`config.mk`:
```
export PLATFORM = sky130hd
export DESIGN_NAME = plcp_hdr_ctrl_flat
export DESIGN_NICKNAME = d
export VERILOG_FILES = /design/src/rtl/plcp_hdr_if.sv /design/src/rtl/plcp_hdr_ctrl.sv /design/src/flat_wrapper.sv
export SDC_FILE = /design/constraint.sdc
export NUM_CORES = 1
export LEC_CHECK = 0
export ABC_AREA = 1
export ABC_CLOCK_PERIOD_IN_PS = 2120
export CAP_MARGIN = 20
export CORE_ASPECT_RATIO = 0.5
export CORE_MARGIN = 2
export CORE_UTILIZATION = 45
export DETAILED_ROUTE_END_ITERATION = 10
export PLACE_DENSITY = 0.76
export SYNTH_ARGS = -nofsm -noshare
export SYNTH_HDL_FRONTEND = slang
export SYNTH_SLANG_ARGS = --single-unit
```
`constraint.sdc`:
```
create_clock -name clk -period 2.12 [get_ports clk]
set_input_delay 0.212 -clock clk [delete_from_list [all_inputs] [get_ports clk]]
set_output_delay 0.212 -clock clk [all_outputs]
set_load 0.01 [all_outputs]
```
`src/rtl/plcp_hdr_if.sv`:
```
// Handshake/bus bundle between the PLCP header sequencer and its environment:
// start request with header fields, serial bit output, and the CRC engine link.
interface plcp_hdr_if;
    logic        bit_en;
    logic        start;
    logic [7:0]  signal_in;
    logic [7:0]  service_in;
    logic [15:0] length_in;
    logic        ready;
    logic        bit_out;
    logic        bit_valid;
    logic        done;
    logic        crc_rst;
    logic        crc_en;
    logic        crc_data;
    logic [15:0] crc_val;

    // Environment side: request source, bit-period timer and CRC engine.
    modport master (
        output bit_en, start, signal_in, service_in, length_in, crc_val,
        input  ready, bit_out, bit_valid, done, crc_rst, crc_en, crc_data
    );

    // Sequencer side.
    modport slave (
        input  bit_en, start, signal_in, service_in, length_in, crc_val,
        output ready, bit_out, bit_valid, done, crc_rst, crc_en, crc_data
    );
endinterface

```
`src/rtl/plcp_hdr_ctrl.sv`:
```
// 802.11b long-PLCP preamble/header sequencer. Emits SYNC, SFD, the 32 header
// bits (SIGNAL/SERVICE/LENGTH, LSB first) and the 16-bit HEC (MSB first) on
// the 1 Mbps serial stream, while feeding the header bits to an external
// bit-serial CRC-16 engine whose complemented result becomes the HEC.
module plcp_hdr_ctrl #(
    parameter int unsigned SYNC_LEN = 128,
    parameter logic [15:0] SFD      = 16'hF3A0
) (
    input logic       clk,
    input logic       rst,
    plcp_hdr_if.slave bus
);
    typedef enum logic [2:0] {
        S_IDLE, S_SYNC, S_SFD, S_HDR, S_HEC, S_DONE
    } state_t;

    localparam logic [7:0] SYNC_LAST = 8'(SYNC_LEN - 1);

    state_t      state;
    logic [7:0]  cnt;
    logic [31:0] hdr;
    logic [15:0] hec;
    logic        ready_q;
    logic        bit_out_q;
    logic        bit_valid_q;
    logic        done_q;
    logic        crc_rst_q;
    logic        crc_en_q;
    logic        crc_data_q;

    // Frame sequencer: advances one bit per bit_en strobe, all outputs registered.
    always_ff @(posedge clk or posedge rst) begin
        if (rst) begin
            state       <= S_IDLE;
            cnt         <= '0;
            hdr         <= '0;
            hec         <= '0;
            ready_q     <= 1'b1;
            bit_out_q   <= 1'b0;
            bit_valid_q <= 1'b0;
            done_q      <= 1'b0;
            crc_rst_q   <= 1'b0;
            crc_en_q    <= 1'b0;
            crc_data_q  <= 1'b0;
        end else begin
            // Single-clk pulses fall back to zero unless set below.
            crc_rst_q  <= 1'b0;
            crc_en_q   <= 1'b0;
            crc_data_q <= 1'b0;
            done_q     <= 1'b0;
            case (state)
                S_IDLE: begin
                    // A coincident bit_en is deliberately not consumed here.
                    if (bus.start) begin
                        hdr       <= {bus.length_in, bus.service_in, bus.signal_in};
                        crc_rst_q <= 1'b1;
                        cnt       <= '0;
                        ready_q   <= 1'b0;
                        state     <= S_SYNC;
                    end
                end
                S_SYNC: begin
                    if (bus.bit_en) begin
                        bit_out_q   <= 1'b1;
                        bit_valid_q <= 1'b1;
                        if (cnt == SYNC_LAST) begin
                            cnt   <= '0;
                            state <= S_SFD;
                        end else begin
                            cnt <= cnt + 8'd1;
                        end
                    end
                end
                S_SFD: begin
                    if (bus.bit_en) begin
                        bit_out_q   <= SFD[cnt[3:0]];
                        bit_valid_q <= 1'b1;
                        if (cnt == 8'd15) begin
                            cnt   <= '0;
                            state <= S_HDR;
                        end else begin
                            cnt <= cnt + 8'd1;
                        end
                    end
                end
                S_HDR: begin
                    if (bus.bit_en) begin
                        bit_out_q   <= hdr[0];
                        bit_valid_q <= 1'b1;
                        hdr         <= {1'b0, hdr[31:1]};
                        crc_en_q    <= 1'b1;
                        crc_data_q  <= hdr[0];
                        if (cnt == 8'd31) begin
                            cnt   <= '0;
                            state <= S_HEC;
                        end else begin
                            cnt <= cnt + 8'd1;
                        end
                    end
                end
                S_HEC: begin
                    if (bus.bit_en) begin
                        bit_valid_q <= 1'b1;
                        // Engine has settled by the first HEC strobe; capture it then.
                        if (cnt == 8'd0) begin
                            bit_out_q <= bus.crc_val[15];
                            hec       <= {bus.crc_val[14:0], 1'b0};
                        end else begin
                            bit_out_q <= hec[15];
                            hec       <= {hec[14:0], 1'b0};
                        end
                        if (cnt == 8'd15) begin
                            cnt   <= '0;
                            state <= S_DONE;
                        end else begin
                            cnt <= cnt + 8'd1;
                        end
                    end
                end
                S_DONE: begin
                    // Closing strobe ends the last HEC bit period.
                    if (bus.bit_en) begin
                        bit_out_q   <= 1'b0;
                        bit_valid_q <= 1'b0;
                        done_q      <= 1'b1;
                        ready_q     <= 1'b1;
                        state       <= S_IDLE;
                    end
                end
                default: begin
                    ready_q <= 1'b1;
                    state   <= S_IDLE;
                end
            endcase
        end
    end

    assign bus.ready     = ready_q;
    assign bus.bit_out   = bit_out_q;
    assign bus.bit_valid = bit_valid_q;
    assign bus.done      = done_q;
    assign bus.crc_rst   = crc_rst_q;
    assign bus.crc_en    = crc_en_q;
    assign bus.crc_data  = crc_data_q;
endmodule

```
`src/flat_wrapper.sv`:
```
// flat-port wrapper written by rule: the top's interface ports become plain ports
module plcp_hdr_ctrl_flat 
#(
    parameter int unsigned SYNC_LEN = 128,
    parameter logic [15:0] SFD      = 16'hF3A0
)
  (clk, rst, bus_bit_en, bus_start, bus_signal_in, bus_service_in, bus_length_in, bus_crc_val, bus_ready, bus_bit_out, bus_bit_valid, bus_done, bus_crc_rst, bus_crc_en, bus_crc_data);
  plcp_hdr_if bus_i ();
  input logic clk;
  input logic rst;
  input wire logic [$bits(bus_i.bit_en)-1:0] bus_bit_en;
  input wire logic [$bits(bus_i.start)-1:0] bus_start;
  input wire logic [$bits(bus_i.signal_in)-1:0] bus_signal_in;
  input wire logic [$bits(bus_i.service_in)-1:0] bus_service_in;
  input wire logic [$bits(bus_i.length_in)-1:0] bus_length_in;
  input wire logic [$bits(bus_i.crc_val)-1:0] bus_crc_val;
  output wire logic [$bits(bus_i.ready)-1:0] bus_ready;
  output wire logic [$bits(bus_i.bit_out)-1:0] bus_bit_out;
  output wire logic [$bits(bus_i.bit_valid)-1:0] bus_bit_valid;
  output wire logic [$bits(bus_i.done)-1:0] bus_done;
  output wire logic [$bits(bus_i.crc_rst)-1:0] bus_crc_rst;
  output wire logic [$bits(bus_i.crc_en)-1:0] bus_crc_en;
  output wire logic [$bits(bus_i.crc_data)-1:0] bus_crc_data;
  assign bus_i.bit_en = bus_bit_en;
  assign bus_i.start = bus_start;
  assign bus_i.signal_in = bus_signal_in;
  assign bus_i.service_in = bus_service_in;
  assign bus_i.length_in = bus_length_in;
  assign bus_i.crc_val = bus_crc_val;
  assign bus_ready = bus_i.ready;
  assign bus_bit_out = bus_i.bit_out;
  assign bus_bit_valid = bus_i.bit_valid;
  assign bus_done = bus_i.done;
  assign bus_crc_rst = bus_i.crc_rst;
  assign bus_crc_en = bus_i.crc_en;
  assign bus_crc_data = bus_i.crc_data;
  plcp_hdr_ctrl #(.SYNC_LEN(SYNC_LEN), .SFD(SFD)) u_core (.clk(clk), .rst(rst), .bus(bus_i));
endmodule
```
==> results of run 1 <==
path summary, 6_finish.rpt:
kind,startpoint,to,slack (ns),depth (start not counted)
max,u_core.cnt[0]$_DFFE_PP0P_,u_core.bus.bit_out$_DFFE_PP0P_,0.33,8
max reg2reg,u_core.cnt[0]$_DFFE_PP0P_,u_core.bus.bit_out$_DFFE_PP0P_,0.33,8
max in group asynchronous,rst,u_core.bus.ready$_DFFE_PP1P_,1.30,3
min,rst,u_core.hec[1]$_DFFE_PP0P_,0.23,2
min in group clk,bus_crc_val[0],u_core.hec[1]$_DFFE_PP0P_,0.46,3
min reg2reg,u_core.hec[1]$_DFFE_PP0P_,u_core.hec[1]$_DFFE_PP0P_,0.47,2
metrics by stage:
step / setup slack, ns / hold WS, ns
5_1_grt: 0.0879 / 0.269
4_1_cts: 0.301 / 0.252
3_5_place_dp: 0.297 / 0.464
2_1_floorplan: 0.283 / 0.350
6_report: 0.334 / 0.228
3_3_place_gp: 0.338 / 0.460
power breakdown:
| group | leakage [nW] | switching, mW | internal [mW] | total (mW) |
|---|---|---|---|---|
| clock | 0.155 | 0.535 | 0.969 | 1.50 |
| combinational | 1.20 | 1.61 | 0.955 | 2.56 |
| sequential | 0.821 | 0.244 | 1.79 | 2.04 |
sequential cells by signal (all words and copies together) (netlist names), 3 cells and up:
name / cells
u_core.hdr: 32
u_core.hec: 15
u_core.cnt: 8
u_core.state: 3
Yosys cell counts:
cell | n | area [um2]
nand2_1 | 133 | 499
dfrtp_1 | 64 | 1600
inv_1 | 56 | 210
o21ai_0 | 56 | 280
nor2_1 | 43 | 161
o21ai_2 | 28 | 245
nand3_1 | 27 | 135
buf_6 | 9 | 101
o21ai_1 | 9 | 45.0
buf_2 | 6 | 30.0
nor3_1 | 4 | 20.0
a21oi_1 | 3 | 15.0
inv_2 | 3 | 11.3
clkbuf_1 | 2 | 7.51
ha_1 | 2 | 25.0
nand2_2 | 2 | 12.5
o22ai_1 | 2 | 12.5
a21boi_0 | 1 | 7.51
a21oi_4 | 1 | 16.3
clkbuf_2 | 1 | 5.00
clkbuf_8 | 1 | 13.8
dfstp_2 | 1 | 26.3
nand3_4 | 1 | 17.5
nand3b_1 | 1 | 7.51
nor2_4 | 1 | 11.3
or2_2 | 1 | 6.26
logic make-up after synthesis:
| kind of cell | Yosys count | share of synthesized area |
|---|---|---|
| flops | 65 | 0.462 |
| fa+ha+maj | 2 | 0.00710 |
| simple gates | 213 | 0.247 |
| buf+inv | 78 | 0.108 |
| compound gates | 100 | 0.176 |
layout make-up:
class,instances,share of cell area
Clock inverter,5,0.0121
Tap cell,108,0.0303
Timing Repair Buffer,63,0.147
Inverter,59,0.0496
Clock buffer,11,0.0566
Multi-Input combinational cell,315,0.340
Sequential cell,65,0.365
metal layers:
| metal | global-route usage | vias up |
|---|---|---|
| li1 | - | 1566 |
| met1 | 0.241 | 1351 |
| met2 | 0.277 | 61 |
| met3 | 0.0643 | 8 |
| met4 | 0.0611 | 0 |
| met5 | 0 | - |
==> impl_metrics.toml, run 1 <==
[synth]
synth-seq-area-share = 0.462
synth_cells = 458
synth_area_um2 = 3520
synth_area_per_cell_um2 = 7.70
ys_warn_count = 0
syn_nets = 512
ys_seq_elements = 65
synth.distinct_cells = 26

[floorplanning]
fp.dieH_um = 66.6
die-area_um2 = 8600
coreArea_um2 = 7460
die_w_um = 129
num_rows = 22
start_util = 0.472
ios = 59

[worst_setup_path]
slowest_stage = "dfrtp_1"
path_class = "flop to flop"
cp.required_ns = 2.38
path_cells = "inv_1 -> ha_1 -> nand3_1 -> nor2_1 -> inv_1 -> nand2_1 -> nand3_1 -> a21boi_0"
cp_slowest_stage_delay_ns = 0.41
cp.arrival_ns = 2.04
cp-end-kind = "flop"
path_delay_family = "simple AND/OR/NAND/NOR gates"
critPathMaxFanout = 15
critPathLaunchType = "flop"
crit_buf_inv = 2

[sta]
period_share = 0.842
fin_worst_skew_ns = 0.00655
setup_tns_ns = 0
post-route-min-period_ns = 1.79
max_clock_freq_mhz = 560
worst-slew-pin-transition_ns = 0.503
rsz0062_at_grt = "no"
final-hold-violation-count = 0
slew_headroom = 0.664
setup_viol = 0
report.final.slew_viol_count = 0

[cells_and_area]
multiInputGateArea_um2 = 1520
drive_gt1_frac = 0.116
final_area_um2 = 4460
final_common_cell = "nand2_1"
fin_nets = 567
antennaDiodeCount = 0
mostFrequentLayoutCells = "nand2_1, dfrtp_1, clkdlybuf4s50_1"
final_util = 0.598
fillCellCount = 657
register_area_um2 = 1630
syn2layout_area_growth_pct = 26.7
final_cells = 626

[placed_design]
post_dp_cell_area_um2 = 4160
dp_cells = 610
portBuffers = 58
globalplace.congestion = 0.894
place_hpwl_um = 4900

[cts]
htree_levels = 3
cts-buffers-inserted = 9
clockRootBuffer = "clkbuf_16"
cts_tree = "built"
cts.clk_slew.worst_paths_ns = 0.05
clock_sink_count = 65
cts_max_path_buffers = 2
post-cts-setup-buffer-count = 0
cts_hold_buf = 0
clkLatencyLatePin_ns = 0.33
postCtsResizedCells = 0

[drt]
wire_per_inst_um = 11.3
drtPass1Iterations = 4
dr_wl_met2_um = 3150
wl_met3_um = 373
vias = 2986
post-route-drc-count = 0
ant_nets = 0
top_layer = "met4"
first_iter_violations = 277
drt-met1-wl_um = 3510
avgViaCountPerCell = 4.77
wirelength_um = 7100

[pwr]
power.leakage_nw = 2.18
irDropWorstVdd_mv = 0.631
power_density_nw_per_um2 = 1370
power_mw = 6.10

[global_routing]
grt-ovfl-total = 0
grt_use_total = 0.181
grt_max_degree = 65
grt_pass1_vias = 2722
grt_pass1_wl_um = 12100
antenna_found_initial = 0

[hold_path]
hp-class = "input port to asynchronous set/reset pin"

[outcome]
status = "complete, no violations"

[run]
drv_cap = 0
No activity file was read; power rests on OpenSTA's default activity.
==> run 2: changes to the inputs <==
--- a/config.mk
+++ b/config.mk
@@ -6,13 +6,13 @@
 export NUM_CORES = 1
 export LEC_CHECK = 0
 export ABC_AREA = 1
-export ABC_CLOCK_PERIOD_IN_PS = 2120
+export ABC_CLOCK_PERIOD_IN_PS = 1500
 export CAP_MARGIN = 20
 export CORE_ASPECT_RATIO = 0.5
 export CORE_MARGIN = 2
 export CORE_UTILIZATION = 45
 export DETAILED_ROUTE_END_ITERATION = 10
-export PLACE_DENSITY = 0.76
+export PLACE_DENSITY = 0.79
 export SYNTH_ARGS = -nofsm -noshare
 export SYNTH_HDL_FRONTEND = slang
 export SYNTH_SLANG_ARGS = --single-unit
==> constraint.sdc (replaced) <==
create_clock -name clk -period 1.5 [get_ports clk]
set_input_delay 0.15 -clock clk [delete_from_list [all_inputs] [get_ports clk]]
set_output_delay 0.15 -clock clk [all_outputs]
set_load 0.01 [all_outputs]
==> impl_metrics.toml, run 2 (synthesis results as in run 1) <==
[outcome]
status = "finished, violations left"
violations = "negative setup slack"

[global_routing]
met2_usage = 0.399
grt_max_degree = 34
grt_use_total = 0.223
grt_use_met3 = 0.0442
grt_pass1_vias = 3281
grt_pass1_wl_um = 14800
antenna_found_initial = 0
use_met1 = 0.261
grt-ovfl-total = 0
grt.busiest_layer = "met2"

[sta]
slew_headroom = 0.750
hold_ws_ns = 0.157
fin_worst_skew_ns = 0.00828
worst-slew-pin-transition_ns = 0.374
post-route-min-period_ns = 1.62
max_clock_freq_mhz = 615
setup_tns_ns = -3.27
setup_slack_ns = -0.125
rsz0062_at_grt = "yes"
period_share = 1.08
report.final.slew_viol_count = 0
setup_viol = 57
final-hold-violation-count = 0

[floorplanning]
ios = 59
fp.dieH_um = 66.6
die-area_um2 = 8600
num_rows = 22
start_util = 0.472
die_w_um = 129
coreArea_um2 = 7460

[hold_path]
hp-class = "input port to asynchronous set/reset pin"

[cts]
clkLatencyLatePin_ns = 0.33
cts-buffers-inserted = 9
cts_max_path_buffers = 2
clock_sink_count = 65
cts_hold_buf = 0
cts_tree = "built"
clockRootBuffer = "clkbuf_16"
htree_levels = 3
cts.clk_slew.worst_paths_ns = 0.06

[worst_setup_path]
critPathLaunchType = "flop"
r2r_cells = 8
regToRegSetupSlack_ns = -0.12
path_class = "flop to flop"
path_cells = "nor2_2 -> nand3b_1 -> nand2_4 -> a21oi_4 -> buf_12 -> buf_16 -> nand2_1 -> o21ai_2"
slowest_stage = "dfrtp_2"
cp.arrival_ns = 1.84
cp.required_ns = 1.71
cp_slowest_stage_delay_ns = 0.47
r2r-start = "u_core.state[1]$_DFFE_PP0P_"
cp-end-kind = "flop"
worstReg2RegEnd = "u_core.hdr[21]$_DFFE_PP0P_"
critPathMaxFanout = 14

[run]
drv_cap = 0

[cells_and_area]
fin_nets = 622
antennaDiodeCount = 0
final_common_cell = "nand2_1"
drive_gt1_frac = 0.284
final_util = 0.708
regMostFlops = "u_core.hdr"
mostFrequentLayoutCells = "nand2_1, dfrtp_1, clkdlybuf4s50_1"
syn2layout_area_growth_pct = 49.9
reg.largest.list = "u_core.hdr x32, u_core.hec x15, u_core.cnt x8"
largest_register_ffs = 32

[placed_design]
place_hpwl_um = 5520
portBuffers = 58
globalplace.congestion = 0.883

[pwr]
power_density_nw_per_um2 = 2150
power_mw = 11.3
power.leakage_nw = 2.54
irDropWorstVdd_mv = 0.944

[drt]
post-route-drc-count = 0
wirelength_um = 10300
ant_nets = 0
wire_per_inst_um = 15.1
avgViaCountPerCell = 5.28
drtPass1Iterations = 5
first_iter_violations = 339
vias = 3594
==> run 2: layer usage <==
layer  part of all wire  vias to the layer above
li1                   -                     1676
met1               0.39                     1694
met2               0.50                      171
met3              0.061                       53
met4              0.044                        0
met5                  0                        -
==> run 2: how the worst max path moves through the flow <==
stage	start	endpoint	slack (ns)	cells after the start
4_1_cts	u_core.state[0]$_DFFE_PP0P_	u_core.hdr[27]$_DFFE_PP0P_	-0.02	10
6_report	u_core.state[1]$_DFFE_PP0P_	u_core.hdr[21]$_DFFE_PP0P_	-0.12	8
3_5_place_dp	u_core.cnt[0]$_DFFE_PP0P_	u_core.state[1]$_DFFE_PP0P_	-0.16	10
2_1_floorplan	u_core.state[1]$_DFFE_PP0P_	u_core.hec[10]$_DFFE_PP0P_	0.02	10
5_1_grt	u_core.cnt[1]$_DFFE_PP0P_	u_core.bus.bit_out$_DFFE_PP0P_	-0.18	9
3_3_place_gp	u_core.cnt[0]$_DFFE_PP0P_	u_core.state[1]$_DFFE_PP0P_	-0.08	10
==> run 2: layout make-up <==
cell class | count | area (um2)
fillers | 492 | 2180
multi-input cells | 315 | 1740
flip-flops and latches | 65 | 1630
repair buffers | 118 | 1230
clock buffers | 14 | 274
inverters | 59 | 236
well taps | 108 | 135
clock inverters | 2 | 35.0
==> run 2: critical path, delay by kind of cell, from the launching register on <==
| family | cells | cell delay [ns] |
|---|---|---|
| AOI/OAI and AO/OA | 2 | 0.12 |
| buffers and inverters | 2 | 0.31 |
| DFF | 1 | 0.47 |
| and+or+nand+nor | 4 | 0.59 |
==> run 2: per-stage QoR <==
step	cell area, um2	instances	worst slack [ns]
2_1_floorplan	3530	458	0.0248
3_3_place_gp	4420	642	-0.0783
3_5_place_dp	4420	642	-0.156
4_1_cts	4990	674	-0.0157
5_1_grt	5280	681	-0.184
6_report	5280	681	-0.125
==> run 2: power by group <==
group          leakage (nW)  switching, mW  internal (mW)  total (mW)
clock network         0.153          0.732           1.42        2.15
logic                  1.57           3.35           2.93        6.28
registers             0.818          0.368           2.54        2.91
==> run 2: repair_timing <==
action                                  4_1_cts  5_1_grt
hold endpoints to repair                      0        0
buffers inserted                             14        6
endpoints found under the setup margin       58       58
cloned                                        2        3
pin swaps                                     4       13
gates resized for setup                      36       65
==> run 3: changes to the inputs <==
--- a/config.mk
+++ b/config.mk
@@ -7,7 +7,6 @@
 export LEC_CHECK = 0
 export ABC_AREA = 1
 export ABC_CLOCK_PERIOD_IN_PS = 1500
-export CAP_MARGIN = 20
 export CORE_ASPECT_RATIO = 0.5
 export CORE_MARGIN = 2
 export CORE_UTILIZATION = 45
==> constraint.sdc (replaced) <==
create_clock -name clk -period 1.5 [get_ports clk]
set_input_delay 0.3 -clock clk [delete_from_list [all_inputs] [get_ports clk]]
set_output_delay 0.3 -clock clk [all_outputs]
set_load 0.01 [all_outputs]
==> impl_metrics.toml, run 3 (synthesis results as in run 1) <==
[floorplanning]
ios = 59
start_util = 0.472
coreArea_um2 = 7460
fp.dieH_um = 66.6
die_w_um = 129
die-area_um2 = 8600
num_rows = 22

[pwr]
power_density_nw_per_um2 = 2220
power.leakage_nw = 2.73
irDropWorstVdd_mv = 1.06

[global_routing]
grt-ovfl-total = 0
met2_usage = 0.368
use_met1 = 0.264
grt_pass1_wl_um = 14400
grt_use_total = 0.217
grt_max_degree = 34
grt.busiest_layer = "met2"
grt_pass1_vias = 3239
antenna_found_initial = 0
grt_use_met3 = 0.0586

[worst_setup_path]
regToRegSetupSlack_ns = -0.17
path_class = "flop to flop"
critPathLaunchType = "flop"
cp.arrival_ns = 1.92
critPathMaxFanout = 6
cp-end-kind = "flop"
cp.required_ns = 1.76

[sta]
slew_headroom = 0.734
post-route-min-period_ns = 1.67
rsz0062_at_grt = "yes"
worst-slew-pin-transition_ns = 0.394
setup_slack_ns = -0.166
fin_worst_skew_ns = 0.00450
period_share = 1.11
setup_viol = 44
final-hold-violation-count = 0
max_clock_freq_mhz = 600
hold_ws_ns = 0.315
report.final.slew_viol_count = 0

[placed_design]
place_hpwl_um = 5360
post_dp_cell_area_um2 = 4420
globalplace.congestion = 0.906
portBuffers = 58

[outcome]
status = "finished, violations left"
violations = "negative setup slack"

[cts]
cts_max_path_buffers = 2
clkLatencyLatePin_ns = 0.33
clock_sink_count = 65
clockRootBuffer = "clkbuf_16"
cts.clk_slew.worst_paths_ns = 0.06
cts-buffers-inserted = 9
htree_levels = 3
cts_tree = "built"
cts_hold_buf = 0

[hold_path]
hp-class = "input port to asynchronous set/reset pin"

[cells_and_area]
drive_gt1_frac = 0.311
syn2layout_area_growth_pct = 54.7
regMostFlops = "u_core.hdr"
reg.largest.list = "u_core.hdr x32, u_core.hec x15, u_core.cnt x8"
largest_register_ffs = 32
final_area_um2 = 5450
final_common_cell = "nand2_1"
fin_nets = 621
antennaDiodeCount = 0
fillCellCount = 490
mostFrequentLayoutCells = "nand2_1, dfrtp_1, clkdlybuf4s50_1"

[drt]
wire_per_inst_um = 14.5
first_iter_violations = 303
vias = 3445
ant_nets = 0
drtPass1Iterations = 5
wirelength_um = 9840
avgViaCountPerCell = 5.07
post-route-drc-count = 0

[run]
drv_cap = 0
## run 3: stage by stage
| step | setup TNS [ns] | setup WS [ns] | power (mW) | util | std cells |
|---|---|---|---|---|---|
| finish | -4.33 | -0.166 | 12.1 | 0.731 | 680 |
| global placement | -7.95 | -0.191 | 6.98 | 0.592 | 642 |
| floorplan | 0 | 0.0248 | 5.89 | - | 458 |
| CTS | -0.513 | -0.0698 | 10.7 | 0.681 | 674 |
| detailed placement | -9.66 | -0.241 | 7.12 | 0.592 | 642 |
| global route | -7.57 | -0.242 | 12.8 | 0.731 | 680 |
## run 3: power by group
part	switching, mW	internal (mW)	leakage (nW)	total (mW)
logic	3.63	3.03	1.74	6.67
clock network	0.770	1.76	0.175	2.53
registers	0.362	2.54	0.817	2.90
total	4.76	7.33	2.73	12.1
## run 3: area by class of cell
class	count	area, um2	area share
Clock buffer	12	267	0.0489
Tap cell	108	135	0.0248
Multi-Input combinational cell	316	1860	0.341
Inverter	59	239	0.0438
Timing Repair inverter	1	7.51	0.00138
Sequential cell	65	1630	0.299
Timing Repair Buffer	115	1210	0.223
Clock inverter	4	97.6	0.0179
## run 3: final timing paths
| path | from | depth (start not counted) | to |
|---|---|---|---|
| min in group clk | u_core.bus.bit_valid$_DFFE_PP0P_ | 2 | u_core.bus.bit_valid$_DFFE_PP0P_ |
| hold reg to reg | u_core.bus.bit_valid$_DFFE_PP0P_ | 2 | u_core.bus.bit_valid$_DFFE_PP0P_ |
| hold / removal | rst | 2 | u_core.bus.crc_data$_DFF_PP0_ |
| setup / recovery | u_core.state[0]$_DFFE_PP0P_ | 10 | u_core.hdr[0]$_DFFE_PP0P_ |
| max in group asynchronous | rst | 3 | u_core.hdr[17]$_DFFE_PP0P_ |
| setup reg to reg | u_core.state[0]$_DFFE_PP0P_ | 10 | u_core.hdr[0]$_DFFE_PP0P_ |
## run 3: what timing repair did
action                                  in CTS  in global routing
pin swaps                                   17                  4
buffers inserted                            12                  5
endpoints found under the setup margin      62                 63
gates resized for setup                     53                102
gates cloned                                 4                  3
## run 3: worst max-delay path, stage by stage (launching register included)
cell,delay [ns]
dfrtp_2,0.44
buf_6,0.13
nand3_4,0.10
inv_4,0.05
nand2_2,0.05
nand2_2,0.07
a21oi_4,0.26
buf_6,0.20
clkbuf_16,0.18
nand2_4,0.05
o21ai_2,0.06
## run 3: routing by layer
metal,up-vias,part of all wire
met3,25,0.040
met2,98,0.50
met4,0,0.022
li1,1684,-
met5,-,0
met1,1638,0.43
